[config.mk]
export PLATFORM = sky130hd
export DESIGN_NAME = store_buffer_flat
export DESIGN_NICKNAME = d
export VERILOG_FILES = /design/src/rtl/store_buffer_pkg.sv /design/src/rtl/store_buffer_if.sv /design/src/rtl/store_buffer_fwd.sv /design/src/rtl/store_buffer.sv /design/src/flat_wrapper.sv
export SDC_FILE = /design/constraint.sdc
export NUM_CORES = 1
export LEC_CHECK = 0
export CAP_MARGIN = 15
export CORE_AREA = 2 2 143 201
export DETAILED_ROUTE_END_ITERATION = 6
export DIE_AREA = 0 0 145 203
export PLACE_DENSITY = 0.72
export RECOVER_POWER = 50
export SYNTH_ARGS = -nofsm -noshare
export SYNTH_HDL_FRONTEND = slang
export SYNTH_SLANG_ARGS = --single-unit
[constraint.sdc]
create_clock -name clk_i -period 3.5 [get_ports clk_i]
set_clock_uncertainty 0.05 [all_clocks]
set_input_delay 0.35 -clock clk_i [delete_from_list [all_inputs] [get_ports clk_i]]
set_output_delay 0.35 -clock clk_i [all_outputs]
set_load 0.03 [all_outputs]
[src/rtl/store_buffer_pkg.sv]
// Shared types for the tartaruga store buffer.
// Entry layout, store sizes and buffer depth.
package tartaruga_pkg;

  localparam int STORE_BUFFER_SIZE = 4;

  typedef enum logic [1:0] {
    BYTE = 2'd0,
    HALF = 2'd1,
    WORD = 2'd2
  } mem_size_t;

  typedef enum logic [1:0] {
    FREE,
    PENDING,
    COMMITTED
  } sb_state_t;

  typedef struct packed {
    sb_state_t   state;
    logic [31:0] addr;
    logic [31:0] data;
    mem_size_t   size;
  } sb_entry_t;

endpackage

[src/rtl/store_buffer_if.sv]
// Allocate / commit / drain bundle of the store buffer.
// master = pipeline and memory side, slave = store buffer.
interface store_buffer_if
  import tartaruga_pkg::*;
#(
  parameter int SB_SIZE = STORE_BUFFER_SIZE
);
  localparam int IW = $clog2(SB_SIZE);

  logic          alloc_valid_i;
  logic [31:0]   alloc_addr_i;
  logic [31:0]   alloc_data_i;
  logic [1:0]    alloc_size_i;
  logic          alloc_ready_o;
  logic [IW-1:0] alloc_idx_o;
  logic          commit_valid_i;
  logic [IW-1:0] commit_idx_i;
  logic          mem_req_valid_o;
  logic [31:0]   mem_req_addr_o;
  logic [31:0]   mem_req_data_o;
  logic [1:0]    mem_req_size_o;
  logic          mem_req_ready_i;

  modport master (
    output alloc_valid_i, alloc_addr_i,
    output alloc_data_i, alloc_size_i,
    input  alloc_ready_o, alloc_idx_o,
    output commit_valid_i, commit_idx_i,
    input  mem_req_valid_o, mem_req_addr_o,
    input  mem_req_data_o, mem_req_size_o,
    output mem_req_ready_i
  );

  modport slave (
    input  alloc_valid_i, alloc_addr_i,
    input  alloc_data_i, alloc_size_i,
    output alloc_ready_o, alloc_idx_o,
    input  commit_valid_i, commit_idx_i,
    output mem_req_valid_o, mem_req_addr_o,
    output mem_req_data_o, mem_req_size_o,
    input  mem_req_ready_i
  );

endinterface

[src/rtl/store_buffer_fwd.sv]
// Youngest exact-match store-to-load forwarding search.
// Walks entries oldest (head) to youngest so the last hit wins.
module store_buffer_fwd
  import tartaruga_pkg::*;
#(
  parameter int SB_SIZE = STORE_BUFFER_SIZE,
  localparam int IW = $clog2(SB_SIZE)
) (
  input  sb_entry_t     ent_i [SB_SIZE],
  input  logic [IW-1:0] head_i,
  input  logic [31:0]   ld_addr_i,
  input  logic [1:0]    ld_size_i,
  output logic          hit_o,
  output logic [31:0]   data_o
);

  always_comb begin
    logic [IW-1:0] idx;
    hit_o  = 1'b0;
    data_o = '0;
    idx    = '0;
    for (int k = 0; k < SB_SIZE; k++) begin
      idx = head_i + IW'(k);
      if (ent_i[idx].state != FREE &&
          ent_i[idx].addr == ld_addr_i &&
          ent_i[idx].size == ld_size_i) begin
        hit_o  = 1'b1;
        data_o = ent_i[idx].data;
      end
    end
  end

endmodule

[src/rtl/store_buffer.sv]
// Circular store buffer between memory stage and data memory.
// Define STORE_BUFFER_FWD_EN to compile in load forwarding.
module store_buffer
  import tartaruga_pkg::*;
#(
  parameter int SB_SIZE = STORE_BUFFER_SIZE,
  localparam int IW = $clog2(SB_SIZE)
) (
  input  logic         clk_i,
  input  logic         rstn_i,
  store_buffer_if.slave sb,
  input  logic         flush_i,
  input  logic [31:0]  ld_addr_i,
  input  logic [1:0]   ld_size_i,
  output logic         ld_hit_o,
  output logic [31:0]  ld_data_o,
  output logic         ld_conflict_o,
  output logic         empty_o
);

  localparam int CW = IW + 1;
  localparam logic [CW-1:0] FULL = CW'(SB_SIZE);

  sb_entry_t     ent_q [SB_SIZE];
  sb_entry_t     ent_d [SB_SIZE];
  logic [IW-1:0] head_q, head_d;
  logic [IW-1:0] tail_q, tail_d;
  logic [CW-1:0] cnt_q, cnt_d;
  logic          alloc_fire;
  logic          drain_fire;
  logic          wconf;

  assign sb.alloc_ready_o = (cnt_q < FULL) && !flush_i;
  assign sb.alloc_idx_o   = tail_q;

  assign sb.mem_req_valid_o = ent_q[head_q].state == COMMITTED;
  assign sb.mem_req_addr_o  = ent_q[head_q].addr;
  assign sb.mem_req_data_o  = ent_q[head_q].data;
  assign sb.mem_req_size_o  = ent_q[head_q].size;

  assign alloc_fire = sb.alloc_valid_i && sb.alloc_ready_o;
  assign drain_fire = sb.mem_req_valid_o && sb.mem_req_ready_i;
  assign empty_o    = cnt_q == '0;

  always_comb begin
    logic [CW-1:0] ncm;
    ent_d  = ent_q;
    head_d = head_q;
    tail_d = tail_q;
    ncm    = '0;
    if (alloc_fire) begin
      ent_d[tail_q].state = PENDING;
      ent_d[tail_q].addr  = sb.alloc_addr_i;
      ent_d[tail_q].data  = sb.alloc_data_i;
      ent_d[tail_q].size  = mem_size_t'(sb.alloc_size_i);
      tail_d = tail_q + IW'(1);
    end
    if (sb.commit_valid_i &&
        ent_q[sb.commit_idx_i].state == PENDING)
      ent_d[sb.commit_idx_i].state = COMMITTED;
    if (drain_fire) begin
      ent_d[head_q].state = FREE;
      head_d = head_q + IW'(1);
    end
    cnt_d = cnt_q + CW'(alloc_fire) - CW'(drain_fire);
    // Flush sees the same-cycle commit; committed run starts at head.
    if (flush_i) begin
      for (int i = 0; i < SB_SIZE; i++) begin
        if (ent_d[i].state == PENDING)
          ent_d[i].state = FREE;
        if (ent_d[i].state == COMMITTED)
          ncm = ncm + CW'(1);
      end
      tail_d = head_d + ncm[IW-1:0];
      cnt_d  = ncm;
    end
  end

  always_ff @(posedge clk_i) begin
    if (!rstn_i) begin
      head_q <= '0;
      tail_q <= '0;
      cnt_q  <= '0;
      for (int i = 0; i < SB_SIZE; i++)
        ent_q[i].state <= FREE;
    end else begin
      head_q <= head_d;
      tail_q <= tail_d;
      cnt_q  <= cnt_d;
      ent_q  <= ent_d;
    end
  end

  always_comb begin
    wconf = 1'b0;
    for (int i = 0; i < SB_SIZE; i++)
      if (ent_q[i].state != FREE &&
          ent_q[i].addr[31:2] == ld_addr_i[31:2])
        wconf = 1'b1;
  end

`ifdef STORE_BUFFER_FWD_EN
  logic        fwd_hit;
  logic [31:0] fwd_data;

  store_buffer_fwd #(
    .SB_SIZE (SB_SIZE)
  ) u_fwd (
    .ent_i     (ent_q),
    .head_i    (head_q),
    .ld_addr_i (ld_addr_i),
    .ld_size_i (ld_size_i),
    .hit_o     (fwd_hit),
    .data_o    (fwd_data)
  );

  assign ld_hit_o      = fwd_hit;
  assign ld_data_o     = fwd_data;
  assign ld_conflict_o = wconf && !fwd_hit;
`else
  logic fwd_unused;
  assign fwd_unused    = ^{ld_size_i, ld_addr_i[1:0]};
  assign ld_hit_o      = 1'b0;
  assign ld_data_o     = '0;
  assign ld_conflict_o = wconf;
`endif

endmodule
[src/flat_wrapper.sv]
// flat-port wrapper written by rule: the top's interface ports become plain ports
module store_buffer_flat import tartaruga_pkg::*;
#(
  parameter int SB_SIZE = STORE_BUFFER_SIZE,
  localparam int IW = $clog2(SB_SIZE)
)
  (clk_i, rstn_i, flush_i, ld_addr_i, ld_size_i, ld_hit_o, ld_data_o, ld_conflict_o, empty_o, sb_alloc_valid_i, sb_alloc_addr_i, sb_alloc_data_i, sb_alloc_size_i, sb_alloc_ready_o, sb_alloc_idx_o, sb_commit_valid_i, sb_commit_idx_i, sb_mem_req_valid_o, sb_mem_req_addr_o, sb_mem_req_data_o, sb_mem_req_size_o, sb_mem_req_ready_i);
  store_buffer_if #(.SB_SIZE(SB_SIZE)) sb_i ();
  input  logic clk_i;
  input  logic rstn_i;
  input  logic flush_i;
  input  logic [31:0] ld_addr_i;
  input  logic [1:0] ld_size_i;
  output logic ld_hit_o;
  output logic [31:0] ld_data_o;
  output logic ld_conflict_o;
  output logic empty_o;
  input wire logic [$bits(sb_i.alloc_valid_i)-1:0] sb_alloc_valid_i;
  input wire logic [$bits(sb_i.alloc_addr_i)-1:0] sb_alloc_addr_i;
  input wire logic [$bits(sb_i.alloc_data_i)-1:0] sb_alloc_data_i;
  input wire logic [$bits(sb_i.alloc_size_i)-1:0] sb_alloc_size_i;
  output wire logic [$bits(sb_i.alloc_ready_o)-1:0] sb_alloc_ready_o;
  output wire logic [$bits(sb_i.alloc_idx_o)-1:0] sb_alloc_idx_o;
  input wire logic [$bits(sb_i.commit_valid_i)-1:0] sb_commit_valid_i;
  input wire logic [$bits(sb_i.commit_idx_i)-1:0] sb_commit_idx_i;
  output wire logic [$bits(sb_i.mem_req_valid_o)-1:0] sb_mem_req_valid_o;
  output wire logic [$bits(sb_i.mem_req_addr_o)-1:0] sb_mem_req_addr_o;
  output wire logic [$bits(sb_i.mem_req_data_o)-1:0] sb_mem_req_data_o;
  output wire logic [$bits(sb_i.mem_req_size_o)-1:0] sb_mem_req_size_o;
  input wire logic [$bits(sb_i.mem_req_ready_i)-1:0] sb_mem_req_ready_i;
  assign sb_i.alloc_valid_i = sb_alloc_valid_i;
  assign sb_i.alloc_addr_i = sb_alloc_addr_i;
  assign sb_i.alloc_data_i = sb_alloc_data_i;
  assign sb_i.alloc_size_i = sb_alloc_size_i;
  assign sb_alloc_ready_o = sb_i.alloc_ready_o;
  assign sb_alloc_idx_o = sb_i.alloc_idx_o;
  assign sb_i.commit_valid_i = sb_commit_valid_i;
  assign sb_i.commit_idx_i = sb_commit_idx_i;
  assign sb_mem_req_valid_o = sb_i.mem_req_valid_o;
  assign sb_mem_req_addr_o = sb_i.mem_req_addr_o;
  assign sb_mem_req_data_o = sb_i.mem_req_data_o;
  assign sb_mem_req_size_o = sb_i.mem_req_size_o;
  assign sb_i.mem_req_ready_i = sb_mem_req_ready_i;
  store_buffer #(.SB_SIZE(SB_SIZE)) u_core (.clk_i(clk_i), .rstn_i(rstn_i), .sb(sb_i), .flush_i(flush_i), .ld_addr_i(ld_addr_i), .ld_size_i(ld_size_i), .ld_hit_o(ld_hit_o), .ld_data_o(ld_data_o), .ld_conflict_o(ld_conflict_o), .empty_o(empty_o));
endmodule
==> results.yml <==
yosys:
  synth_cells: 706
  synth_area_leaders: "edfxtp_1, mux4_2, xnor2_1"
  synth_edf_count: 264
  synth_top_family_by_area: "multiplexers"
  synth-simple-area-share_pct: 4.20
  avgSynthCellArea_um2: 17.5
  yosys.area.top_type: "edfxtp_1"
  synth_fa_ha_area_share_pct: 1.58
  synth-seq-area-share_pct: 66.7
  synth_xor_xnor_area_share_pct: 9.02
  yosysWarnings: 0
  synth_ff_type: "edfxtp_1"
  async_flop_share_pct: 0
  synthMuxAreaShare_pct: 12.3
  synth-compound-area-share_pct: 2.39
  ys_ff_latch: 279
  yosysUniqueCellTypes: 49
  synth.top_cell.area_share_pct: 64.3
  syn_area_mm2: 0.0123
global_routing:
  grt_pass1_wl_mm: 43.1
  grt_max_degree: 70
  antenna_found_initial: 7
  grt-ovfl-total: 0
  grt_pass1_vias: 7217
  grt_usage_pct: 19.4
final_layout:
  stdcell_area_mm2: 0.0155
  nets: 1022
  area_growth_pct: 25.8
  fin_cells: 1295
  drive_above_1_share_pct: 16.8
pwr:
  powerDensity_mw_per_mm2: 457
  vdd_ir_drop_max_mv: 0.388
  p_leak_nw: 4.95
sta:
  relSlewSlack_pct: 25.7
  clock.fmax_mhz: 299
  finalSetupViolCount: 0
  timing.final.ws_setup_ns: 0.160
  fin_crit_ns: 3.34
  hold_viol: 0
  tns_ns: 0
  fin_hold_ws_ns: 0.462
  drv_slew: 0
  tightestPinTransition_ns: 1.11
  period_share_pct: 95.4
detailed_routing:
  drc: 0
  route.antenna.remaining_nets: 0
  routedWlPerCell_um: 22.2
  drt_iter0_drc: 488
  drtPass1Iterations: 5
  vias_per_cell: 5.27
  num_vias: 6827
  wl_mm: 28.7
placed_design:
  dpl.hpwl_mm: 19.6
  place_inst: 1239
  place_congestion: 0.881
  port_buffers: 175
  placed_area_mm2: 0.0146
  place_worst_setup_slack_ns: -0.0197
status:
  status: "finished clean"
min_path:
  hp-class: "in -> reg"
setup_path:
  r2r_slack_ns: 0.16
  start_kind: "flop"
  endpoint_kind: "flop"
  slowest_stage: "mux4_2"
  crit_chain: "nand2b_1 -> mux4_2 -> inv_2 -> and2_4 -> nand2_1 -> and2_1 -> ha_1 -> inv_2 -> xnor2_2 -> xor2_1 -> ha_2 -> nand2b_1 -> a22o_1 -> a21oi_2 -> o221ai_1 -> o2111a_1"
  max_stage_delay_ns: 0.49
  critical_path_arrival_ns: 3.73
  worst-setup-path-type: "reg -> reg"
  worst_ep_required_time_ns: 3.89
  cp_max_fo: 4
die:
  die_x_um: 145
  io-pin-count: 213
  die_h_um: 203
  floorplan.initialDensity_pct: 44.9
  fp-row-count: 72
  core_region_area_mm2: 0.0275
  dieArea_mm2: 0.0294
job:
  cap_violations: 0
clock_network:
  clkLatencyLatePin_ns: 0.54
  cts_htree_levels: 1
  path_clk_slew_ns: 0.07
  cts-root-buf: "clkbuf_16"
  cts_buffers: 27
  hold_buffers: 0
  cts_tree: "built"
  cts.sinks: 279
  cts_buffer_depth: 3
-- critical path, delay by kind of cell, from the launching register on --
kind	cells	cell delay, ns
AO/OA/AOI/OAI	4	0.66
flip-flops	1	0.34
adder cells (fa/ha/maj)	2	0.51
AND/OR/NAND/NOR	5	0.71
XOR/XNOR	2	0.32
buffers and inverters	2	0.15
multiplexers	1	0.49
-- timing repair --
item,CTS,global route
resized for setup,0,12
setup endpoints to repair,0,2
setup buffers,0,1
-- metal layers --
layer,wire (µm),share of wire [%],vias up,track usage [%]
li1,-,-,3081,-
met1,10900,38,3455,23.5
met2,15100,53,252,34.8
met3,2040,7.1,39,3.93
met4,715,2.5,0,6.68
met5,0,0,-,0
-- cell usage after synthesis (2+ instances only) --
| library cell | number |
|---|---|
| nand2b_1 | 6 |
| nor3_1 | 4 |
| buf_4 | 34 |
| a31oi_1 | 2 |
| ha_1 | 14 |
| buf_2 | 4 |
| xnor2_1 | 82 |
| a2111oi_0 | 3 |
| a21oi_1 | 11 |
| nand2_1 | 13 |
| edfxtp_1 | 264 |
| o21ai_0 | 5 |
| clkbuf_1 | 26 |
| nor4_1 | 16 |
| inv_1 | 14 |
| o2111ai_1 | 4 |
| buf_1 | 5 |
| mux4_2 | 67 |
| nor2_1 | 10 |
| xor2_1 | 45 |
| nor2b_1 | 4 |
| nand4_1 | 21 |
| nand3_1 | 2 |
| and3_1 | 5 |
| and2_1 | 4 |
| dfxtp_1 | 15 |
| o211ai_1 | 2 |
| inv_2 | 2 |
| o221ai_1 | 2 |
-- cell families after synthesis --
kind of cell	Yosys count
flops	279
xor+xnor	127
simple gates	90
buf+inv	86
mux	68
compound gates	40
fa+ha+maj	15
other cells	1
-- power by group --
group	leakage [nW]	switching (mW)	internal (mW)	total [mW]
Sequential	2.51	0.0168	3.69	3.71
Combinational	2.03	0.294	0.227	0.521
Clock	0.416	1.23	1.63	2.86
-- placed cells by master (no fill, tap or decap), drive strengths merged, types with 3 or more instances in the layout --
cell           Yosys  routed
xnor2             82      82
clkdlybuf4s50      0     109
nor4              16      16
bufinv             0       3
dlygate4sd3        0      66
ha                14      14
a2111oi            3       3
and2               4       4
and3               5       5
inv               16      16
o2111ai            4       4
nor2              10      10
edfxtp           264     264
clkinv             1      16
o21ai              6       6
mux4              67      67
diode              0       6
nor3               4       4
nand4             21      21
nor2b              4       4
o22ai              3       3
a21oi             11      11
conb               1      33
nand2             13      13
xor2              45      45
dfxtp             15      15
buf               43      26
clkbuf            26      29
nand2b             6       6
-- per-stage QoR --
step                      utilization [%]  power (mW)
after global routing                 56.4        7.29
final                                56.4        7.09
after detailed placement             53.0        4.31
after global placement               53.0        4.31
after floorplan                         -        4.06
after CTS                            56.2        7.17
-- cell type report --
type / instances / area (µm²)
Sequential cell: 279 / 8240
Timing Repair Buffer: 201 / 2030
Clock buffer: 29 / 683
Multi-Input combinational cell: 373 / 3830
Antenna cell: 6 / 15.0
Tap cell: 370 / 463
Fill cell: 2170 / 12000
Inverter: 17 / 63.8
Clock inverter: 20 / 180
-- worst paths after layout --
check | from | to | depth (start not counted)
worst min register to register | u_core.ent_q[271] | u_core.ent_q[270] | 2
worst max-delay path | u_core.ent_q[202] | u_core.sb.alloc_idx_o[1] | 16
worst min-delay path | sb_alloc_data_i[5] | flop | 1
worst max register to register | u_core.ent_q[202] | u_core.sb.alloc_idx_o[1] | 16
(Power assumes the default switching activity.)
